===== config.mk =====
export PLATFORM = sky130hd
export DESIGN_NAME = cycle_period_monitor
export DESIGN_NICKNAME = d
export VERILOG_FILES = /design/src/rtl/cycle_mon_pkg.sv /design/src/rtl/count_predictor.sv /design/src/rtl/cycle_period_monitor.sv
export SDC_FILE = /design/constraint.sdc
export NUM_CORES = 1
export LEC_CHECK = 0
export CAP_MARGIN = 25
export CORE_MARGIN = 1.5
export CORE_UTILIZATION = 25
export DETAILED_ROUTE_END_ITERATION = 10
export MAX_ROUTING_LAYER = met4
export PLACE_DENSITY = 0.49
export SLEW_MARGIN = 10
export SYNTH_ARGS = -nofsm -noshare
export SYNTH_HDL_FRONTEND = slang
export SYNTH_SLANG_ARGS = --single-unit
export TNS_END_PERCENT = 50

===== constraint.sdc =====
create_clock -name clk -period 6 [get_ports clk]
set_input_delay 1.2 -clock clk [delete_from_list [all_inputs] [get_ports clk]]
set_output_delay 1.2 -clock clk [all_outputs]
set_load 0.1 [all_outputs]

===== src/rtl/cycle_mon_pkg.sv =====
// Purpose: shared types and constants for the wrap-counter period monitor.
// Latency: n/a (declarations only).
// Backpressure: n/a.
package cycle_mon_pkg;

  // Default counter geometry, matching the wrap counter this block observes.
  localparam int W_DEFAULT      = 11;
  localparam int N_INIT_DEFAULT = 200;

  // Monitor FSM states; the encoding is exported on state_o for debug.
  typedef enum logic [1:0] {
    INIT  = 2'd0,
    TRACK = 2'd1,
    FAULT = 2'd2
  } mon_state_t;

  // Fault codes, recorded once on the first violation.
  localparam logic [1:0] FC_NONE  = 2'b00;
  localparam logic [1:0] FC_STEP  = 2'b01;
  localparam logic [1:0] FC_OVER  = 2'b10;
  localparam logic [1:0] FC_LIMIT = 2'b11;

endpackage


===== src/rtl/count_predictor.sv =====
// Purpose: predicts the wrap counter's next count from last cycle's sampled c/n/selector.
// Latency: combinational, zero cycles.
// Backpressure: none; pure function of its inputs.
module count_predictor #(
  parameter int W = 11
) (
  input  logic [W-1:0] c_q,
  input  logic [W-1:0] n_q,
  input  logic         sel_q,
  output logic [W-1:0] c_exp
);

  localparam logic [W-1:0] ONE = {{(W-1){1'b0}}, 1'b1};

  // Hold when not advancing, restart at 1 after reaching the limit, else step by one (mod 2^W).
  always_comb begin
    c_exp = c_q;
    if (sel_q) begin
      if (c_q == n_q) begin
        c_exp = ONE;
      end else begin
        c_exp = c_q + ONE;
      end
    end
  end

endmodule


===== src/rtl/cycle_period_monitor.sv =====
// Purpose: passive checker for the wrap counter; pulses per period, counts periods, latches first fault.
// Latency: verdicts and wrap pulse are registered, visible 1 cycle after the sampled c/n/selector.
// Backpressure: none; observes only and never stalls the counter.
module cycle_period_monitor
  import cycle_mon_pkg::*;
#(
  parameter int W      = W_DEFAULT,
  parameter int CNT_W  = 16,
  parameter int N_INIT = N_INIT_DEFAULT
) (
  input  logic             clk,
  input  logic             rst,
  input  logic             selector,
  input  logic [W-1:0]     c,
  input  logic [W-1:0]     n,
  output logic             wrap_pulse,
  output logic [CNT_W-1:0] wrap_count,
  output logic             fault,
  output logic [1:0]       fault_code,
  output logic [1:0]       state_o
);

  localparam logic [W-1:0]     N_INIT_W = W'(N_INIT);
  localparam logic [W-1:0]     ZERO_W   = '0;
  localparam logic [CNT_W-1:0] CNT_MAX  = '1;
  localparam logic [CNT_W-1:0] CNT_ONE  = {{(CNT_W-1){1'b0}}, 1'b1};

  mon_state_t   state;
  logic [W-1:0] c_q;
  logic [W-1:0] n_q;
  logic         sel_q;
  logic [W-1:0] c_exp;
  logic [1:0]   chk_code;
  logic         wrap_hit;

  count_predictor #(.W(W)) u_pred (
    .c_q   (c_q),
    .n_q   (n_q),
    .sel_q (sel_q),
    .c_exp (c_exp)
  );

  // Tracking checks in priority order: over-limit, then limit change, then bad step.
  always_comb begin
    chk_code = FC_NONE;
    if (c > n) begin
      chk_code = FC_OVER;
    end else if (n != n_q) begin
      chk_code = FC_LIMIT;
    end else if (c != c_exp) begin
      chk_code = FC_STEP;
    end
  end

  // A period completes when the counter advances at its limit; any failing check suppresses it.
  assign wrap_hit = selector && (c == n) && (chk_code == FC_NONE);

  assign state_o = state;

  // Sample registers, monitor FSM, sticky fault latch and saturating period counter.
  always_ff @(posedge clk) begin
    if (rst) begin
      state      <= INIT;
      wrap_pulse <= 1'b0;
      wrap_count <= '0;
      fault      <= 1'b0;
      fault_code <= FC_NONE;
      c_q        <= '0;
      n_q        <= N_INIT_W;
      sel_q      <= 1'b0;
    end else begin
      c_q   <= c;
      n_q   <= n;
      sel_q <= selector;
      case (state)
        INIT: begin
          wrap_pulse <= 1'b0;
          if ((c == ZERO_W) && (n == N_INIT_W)) begin
            state <= TRACK;
          end else begin
            state      <= FAULT;
            fault      <= 1'b1;
            fault_code <= FC_LIMIT;
          end
        end
        TRACK: begin
          if (chk_code != FC_NONE) begin
            state      <= FAULT;
            fault      <= 1'b1;
            fault_code <= chk_code;
            wrap_pulse <= 1'b0;
          end else begin
            wrap_pulse <= wrap_hit;
            if (wrap_hit && (wrap_count != CNT_MAX)) begin
              wrap_count <= wrap_count + CNT_ONE;
            end
          end
        end
        FAULT: begin
          // Sticky until reset: pulse forced low, counter and code frozen.
          wrap_pulse <= 1'b0;
        end
        default: begin
          // Unused encoding: treat as a corrupted monitor and park in FAULT.
          state      <= FAULT;
          wrap_pulse <= 1'b0;
          fault      <= 1'b1;
          fault_code <= FC_LIMIT;
        end
      endcase
    end
  end

endmodule

==> results of run 1 <==
cell type report:
type	count	area [µm²]	share of cell area, %
inverters	26	97.59	2.626
clock buffers	7	142.6	3.838
well taps	143	178.9	4.815
flip-flops and latches	45	900.9	24.24
repair buffers	48	475.5	12.79
multi-input cells	276	1921	51.68
cells by family after synthesis:
| group | Yosys count | synth area share (%) |
|---|---|---|
| flip-flops | 45 | 30.04 |
| adder cells (fa/ha/maj) | 13 | 5.424 |
| AND/OR/NAND/NOR | 161 | 32.04 |
| multiplexers | 6 | 2.211 |
| AO/OA/AOI/OAI | 64 | 14.06 |
| buffers and inverters | 40 | 5.924 |
| XOR/XNOR | 32 | 10.30 |
registers in the layout, summed over array words and instances (netlist names):
| name | flops |
|---|---|
| n_q | 11 |
| sel_q | 1 |
| wrap_pulse | 1 |
| wrap_count | 16 |
| c_q | 11 |
| fault | 1 |
| fault_code | 2 |
| state_o | 2 |
layer usage:
layer | share of wire, % | vias up
li1 | - | 1387
met1 | 51 | 1311
met3 | 3.4 | 8
met5 | 0 | -
met4 | 1.6 | 0
met2 | 45 | 51
power breakdown:
part | switching, mW | internal, mW | leakage [nW]
Sequential | 0.0160 | 0.309 | 0.370
Combinational | 0.0723 | 0.0555 | 0.863
Clock | 0.117 | 0.164 | 0.0700
through the flow:
| step | worst slack (ns) | total power [mW] | instances | utilization (%) | instance area (µm²) |
|---|---|---|---|---|---|
| floorplan | 2.518 | 0.4104 | 361 | - | 2999 |
| global placement | 1.532 | 0.4574 | 538 | 30.90 | 3573 |
| detailed placement | 1.338 | 0.4582 | 538 | 30.90 | 3573 |
| CTS | 1.646 | 0.7419 | 545 | 32.13 | 3716 |
| global route | 1.357 | 0.7668 | 545 | 32.13 | 3716 |
| finish | 1.659 | 0.7340 | 545 | 32.13 | 3716 |
worst max-delay path: cells and delay by family:
family | cells | cell delay [ns]
multiplexers | 1 | 0.35
buffers and inverters | 1 | 0.45
XOR/XNOR | 1 | 0.18
AND/OR/NAND/NOR | 6 | 2.33
placed cells by master, fill, tap and decap left out, drive strengths merged, types with 3 or more instances in the layout:
master         netlist  routed
ha                  13      13
a2111oi              3       3
and3                 7       7
xnor2               15      15
inv                 26      26
o31ai                5       5
nand4b               3       3
or4                  5       5
a21oi               19      19
or3                 10      10
mux2                 5       5
a211oi               3       3
nand4               19      19
o21ai               18      18
clkdlybuf4s50        0      46
nor2                34      34
nand2b               4       4
dfxtp               45      45
nand2               11      11
nor2b               17      17
xor2                16      16
nor4                15      15
nor3                11      11
or2                  5       5
nand3               11      11
clkbuf               6       7
worst max-delay path by stage:
stage / end / cells after the start
after global placement: wrap_count[11] / 9
final: wrap_count[13] / 9
after CTS: wrap_count[13] / 9
after global routing: wrap_count[11] / 9
after floorplan: wrap_count[11] / 9
after detailed placement: wrap_count[13] / 9
==> impl_results.md, run 1 <==
- Slew headroom: around a third
- Sequential share of the synthesized area: 30.04%
- Leakage: 1.303 nW
- Slowest stage delay, CP: 0.48 ns
- Top cells by area, synth: dfxtp_1 30%, ha_1 5.4%, xor2_1 4.7%
- Largest net degree at the start of global routing: 51
- Worst hold slack: just under 0.5 ns
- Worst-skew pair later-pin latency: 0.29 ns
- CTS sink cnt: 45
- CP max FO: 12
- Dpl hpwl: 6629 µm
- Layout cells sized above 1: 7.214%
- Final #Nets: 440
- Vias in the first global route: 2696
- Fin. Hold Viols: 0
- Reg2reg setup slack: 2.48 ns
- CP endpoint kind: register
- Met2 Use GR: 22.41%
- DRT antenna net count: 0
- Grt met1 use: 19.28%
- M3 GR Usage: 2.106%
- DR pass1 iterations: 7
- R2r endpoint: fault_code[0]
- CP arrival: 4.51 ns
- Gr busiest metal: met2
- N_diodes: 0
- Htree depth: 2
- Worst IR Drop VDD: 0.09278 mV
- DR vias/cell: 5.059
- Worst r2r src: c_q[0]
- Worst reg-to-reg path cell count: 8
- Initial drt markers: approximately 140
- Root Buffer Master: clkbuf_16
- # hold bufs at CTS: 0
- Area grow syn2layout: 23.90%
- Hold path cells: 2
- Initial antenna violation count: 0
- Initial core utilization: 25.93%
- Top-count cell post-synth: dfxtp_1
- Yosys reg bits: 45
- Cell Chain, Critical Path: clkdlybuf4s50_1 -> xor2_1 -> nor4_1 -> nand3_1 -> or4_1 -> nor3_2 -> nand3_1 -> nor4_1 -> mux2_1
- Setup Viol. Count Final: 0
- Clk slew on worst S/H paths: around 0.060 ns
- # IOs: 47
- Die W: 112.5 µm
- Crit path launch type: input pin
- Pins Over Slew Limit: 0
- Post-synth top cells: 45 x dfxtp_1, 33 x nor2_1, 26 x inv_1, 19 x a21oi_1
- EDFF count, synth: 0
- CTS tree: done
- Final critical-path share of the clock period: just over 70%
- DRC errors left: 2
- Clock skew: between 0.006 and 0.007 ns
- MaxCap Viol Count: 0
- Total Routing Usage GR: between 10% and 20%
- Cell accounting for the most synthesized area: dfxtp_1
- Synthesized instance count: 361
- Ys Warns: 0
- First-pass GRT wire length: 13990 µm
- Post-DR wirelength/cell: 15.82 µm
- CTS max path bufs: 2
- Post-route setup TNS: 0 ns
- Minimum clock period: 4.341 ns
- Power Density: ~200 mW/mm²
- Die ar.: approximately 0.013 mm²
- CP startpoint: n[4]
- Total CTS buffers: 5
- Area share of the largest cell type after synthesis: between 30% and 40%
- Library cells used by synthesis: 62
- Hold WC Path Type: reg2reg
- Worst path slowest cell: or4_1
- Ys flop type: dfxtp_1
- Critical Path RT: 6.17 ns
- Async S/R FF share, synth: 0%
- Post-cts gate resize count: 0
- Post-Syn Area per Cell: 8.308 µm²
- Total routed wirelength: 8622 µm
- Slew @ Worst Pin: 0.9994 ns
- Worst-case hold path end point: fault
- Gr ovfl total: 0
- GP Congestion: about 0.83
- Postcts setup bufs: 0
- DIE HEIGHT: 112.5 µm
- WS Path Type: in2reg
- Post-Syn Nets: about 400
- DR vias: 2757
- Layout fillers: 1186
- Core ar.: 0.01156 mm²
- Post-Syn Area: 0.002999 mm²
- Hold Path Origin: fault
- Fmax: 230.4 MHz
- Status: finished, violations left
- RSZ-0062 raised after global routing: no
- # rows: 39
- Failing checks: design-rule violations
- I/O Buffers: 46
No activity file was read; power rests on OpenSTA's default activity.
==> inputs of run 2 (changes only) <==
Settings changed: PLACE_DENSITY 0.49 to 0.51.
Clock period 6 ns to 3.8 ns, I/O delays scaled along.
==> run 2 against run 1 <==
- the run still ends with design-rule violations left
- combinational power is 64% higher
- wire length increased by 1.8%
- non-clock buffer count increased by 12
- sequential power rose by 57%
- sequential share of layout area decreased by 0.64 points
- largest cell class unchanged
- final area is 2.7% higher
- count of clock-buffer cells in the layout is the same
- register-to-register slack got worse by 1.8 ns
- setup slack worse by 1.3 ns
- highest routed layer unchanged
- power up 63%
==> impl_results.md, run 2 (synthesized netlist as in run 1, its figures left out) <==
- Root Buffer Master: clkbuf_16
- DRC errors left: 1
- Die ar.: 0.01266 mm²
- Worst reg-to-reg path cell count: 9
- Postcts setup bufs: 0
- Cell Count, Final, Fillers Out: 558
- Sw Pwr: 338.0 µW
- Highest Signal Layer: met4
- Layout cells sized above 1: a little over a tenth
- Power Density: 313.7 mW/mm²
- Multi-input gate area: 0.001921 mm²
- Most common cell type on the critical path: nor4_1
- CP endpoint kind: register
- CP arrival: 3.65 ns
- Largest net degree at the start of global routing: 51
- I/O Buffers: 46
- Critical Path RT: 3.98 ns
- Overall Power: 1.197 mW
- Largest registers: wrap_count: 16 flops, c_q: 11 flops, n_q: 11 flops
- Vias in the first global route: 2696
- Initial antenna violation count: 0
- Failing checks: design-rule violations
- MaxCap Viol Count: 0
- Initial drt markers: 158
- Worst setup margin: 0.3322 ns
- Setup Viol. Count Final: 0
- CTS sink cnt: 45
- Hold WC Path Type: reg2reg
- Clock skew: 0.004394 ns
- GP Congestion: 0.9072
- Reg2reg setup slack: 0.65 ns
- Slew @ Worst Pin: 0.9768 ns
- DR pass1 iterations: 7
- Final #Nets: approximately 450
- CTS max path bufs: 2
- Worst IR Drop VDD: 0.1872 mV
- Slew headroom: 34.68%
- DRT antenna net count: 0
- CP max FO: 24
- Leakage: approximately 1.4 nW
- Worst-skew pair later-pin latency: 0.29 ns
- Pint: 858.9 µW
- Placed cells: 550
- Total CTS buffers: 5
- Dpl hpwl: around 6700 µm
- Metal3 WL: 221 µm
- Fin. Hold Viols: 0
- Max FFs per register: 16
- Total Routing Usage GR: 14.70%
- First-pass GRT wire length: 14220 µm
- Post-DR wirelength/cell: between 15 and 20 µm
- Gr ovfl total: 0
- WS Path Type: in2reg
- Fmax: 288.4 MHz
- Hold path cells: 2
- Final critical-path share of the clock period: 91.26%
- Post-cts gate resize count: 0
- Area grow syn2layout: 27.24%
- Status: finished, violations left
- # IOs: 47
- Initial core utilization: between 20% and 30%
- # rows: 39
- Htree depth: 2
- # hold bufs at CTS: 0
- Worst-case hold path end point: fault
- Reg power frac: a little over two fifths
- Clk pwr share: 39.8%
- Commonest non-fill, non-tap cells in the layout: 45 x dfxtp_1, 45 x clkdlybuf4s50_1, 33 x nor2_1
- RSZ-0062 raised after global routing: no
- DR vias/cell: 5.013
- Top reg by flops: wrap_count
- Slowest stage delay, CP: 0.45 ns
- CTS tree: done
- Delay-heaviest family, CP: simple AND/OR/NAND/NOR gates
- Post-route core utilization: 33.00%
- Total routed wirelength: 8774 µm
- Die W: 112.5 µm
- WP buf/inv: 2
- Core ar.: between 0.01 and 0.015 mm²
- Pins Over Slew Limit: 0
- R2r endpoint: wrap_count[13]
- Hold Path Origin: fault
- Dpl ws: -0.01751 ns
- Met2 WL: 4030 µm
- Crit path launch type: input pin
- Worst r2r src: c_q[2]
- Combinational share of power: 17.5%
- Layout fillers: 1205
- Cell Chain, Critical Path: clkdlybuf4s50_1 -> xor2_1 -> nor4_1 -> nand3_1 -> a2111oi_2 -> o21ai_1 -> or3_1 -> buf_4 -> nor4_1 -> mux2_1
- N_diodes: 0
- Switching Share: 28.24%
- M1 WL: 4363 µm
- DR vias: between 2000 and 3000
- Minimum clock period: 3.468 ns
- Register area: 900.9 µm²
- Worst hold slack: 0.4746 ns
- Worst path slowest cell: clkdlybuf4s50_1
- DIE HEIGHT: 112.5 µm
- Clk slew on worst S/H paths: about 0.07 ns
==> run 2: how the worst max path moves through the flow <==
stage               from        endpoint  slack (ns)  cells past startpoint
floorplan           n[3]  wrap_count[11]        0.76                      9
global placement    n[4]  wrap_count[13]        0.04                     10
detailed placement  n[4]  wrap_count[13]       -0.02                     10
CTS                 n[3]  wrap_count[13]        0.29                     10
global route        n[3]  wrap_count[11]        0.07                     10
finish              n[3]  wrap_count[13]        0.33                     10
==> run 2: per-layer routing <==
metal  track usage (%)  up-vias
met1             19.29     1320
met5                 -        -
li1                  -     1405
met2             23.35       56
met3             2.106       16
met4             4.810        0
==> run 2: area by class of cell <==
class | count | area share [%]
inverters | 26 | 2.557
repair buffers | 60 | 14.69
multi-input cells | 276 | 50.33
flip-flops and latches | 45 | 23.61
well taps | 143 | 4.689
clock buffers | 7 | 4.000
clock inverters | 1 | 0.1311
==> run 2: power by group through the flow <==
stage,Combinational (mW),Clock (mW),Sequential [mW]
6_report,0.210,0.477,0.511
5_1_grt,0.228,0.505,0.513
4_1_cts,0.210,0.484,0.511
3_5_place_dp,0.209,0,0.522
3_3_place_gp,0.207,0,0.522
2_1_floorplan,0.115,0,0.533
==> run 2: worst register-to-register path: stages (launching register included) <==
cell and delay (ns):
dfxtp_1 0.60, nand4_4 0.27, o21a_1 0.25, or2_1 0.25, o32ai_2 0.26, a22oi_1 0.17
or3_1 0.37, buf_4 0.22, nor4_1 0.29, mux2_1 0.35
==> run 2: stage by stage <==
| step | area, µm² | setup TNS (ns) |
|---|---|---|
| 2_1_floorplan | 2999 | 0 |
| 3_3_place_gp | 3659 | 0 |
| 3_5_place_dp | 3659 | -0.01751 |
| 4_1_cts | 3816 | 0 |
| 5_1_grt | 3816 | 0 |
| 6_report | 3816 | 0 |
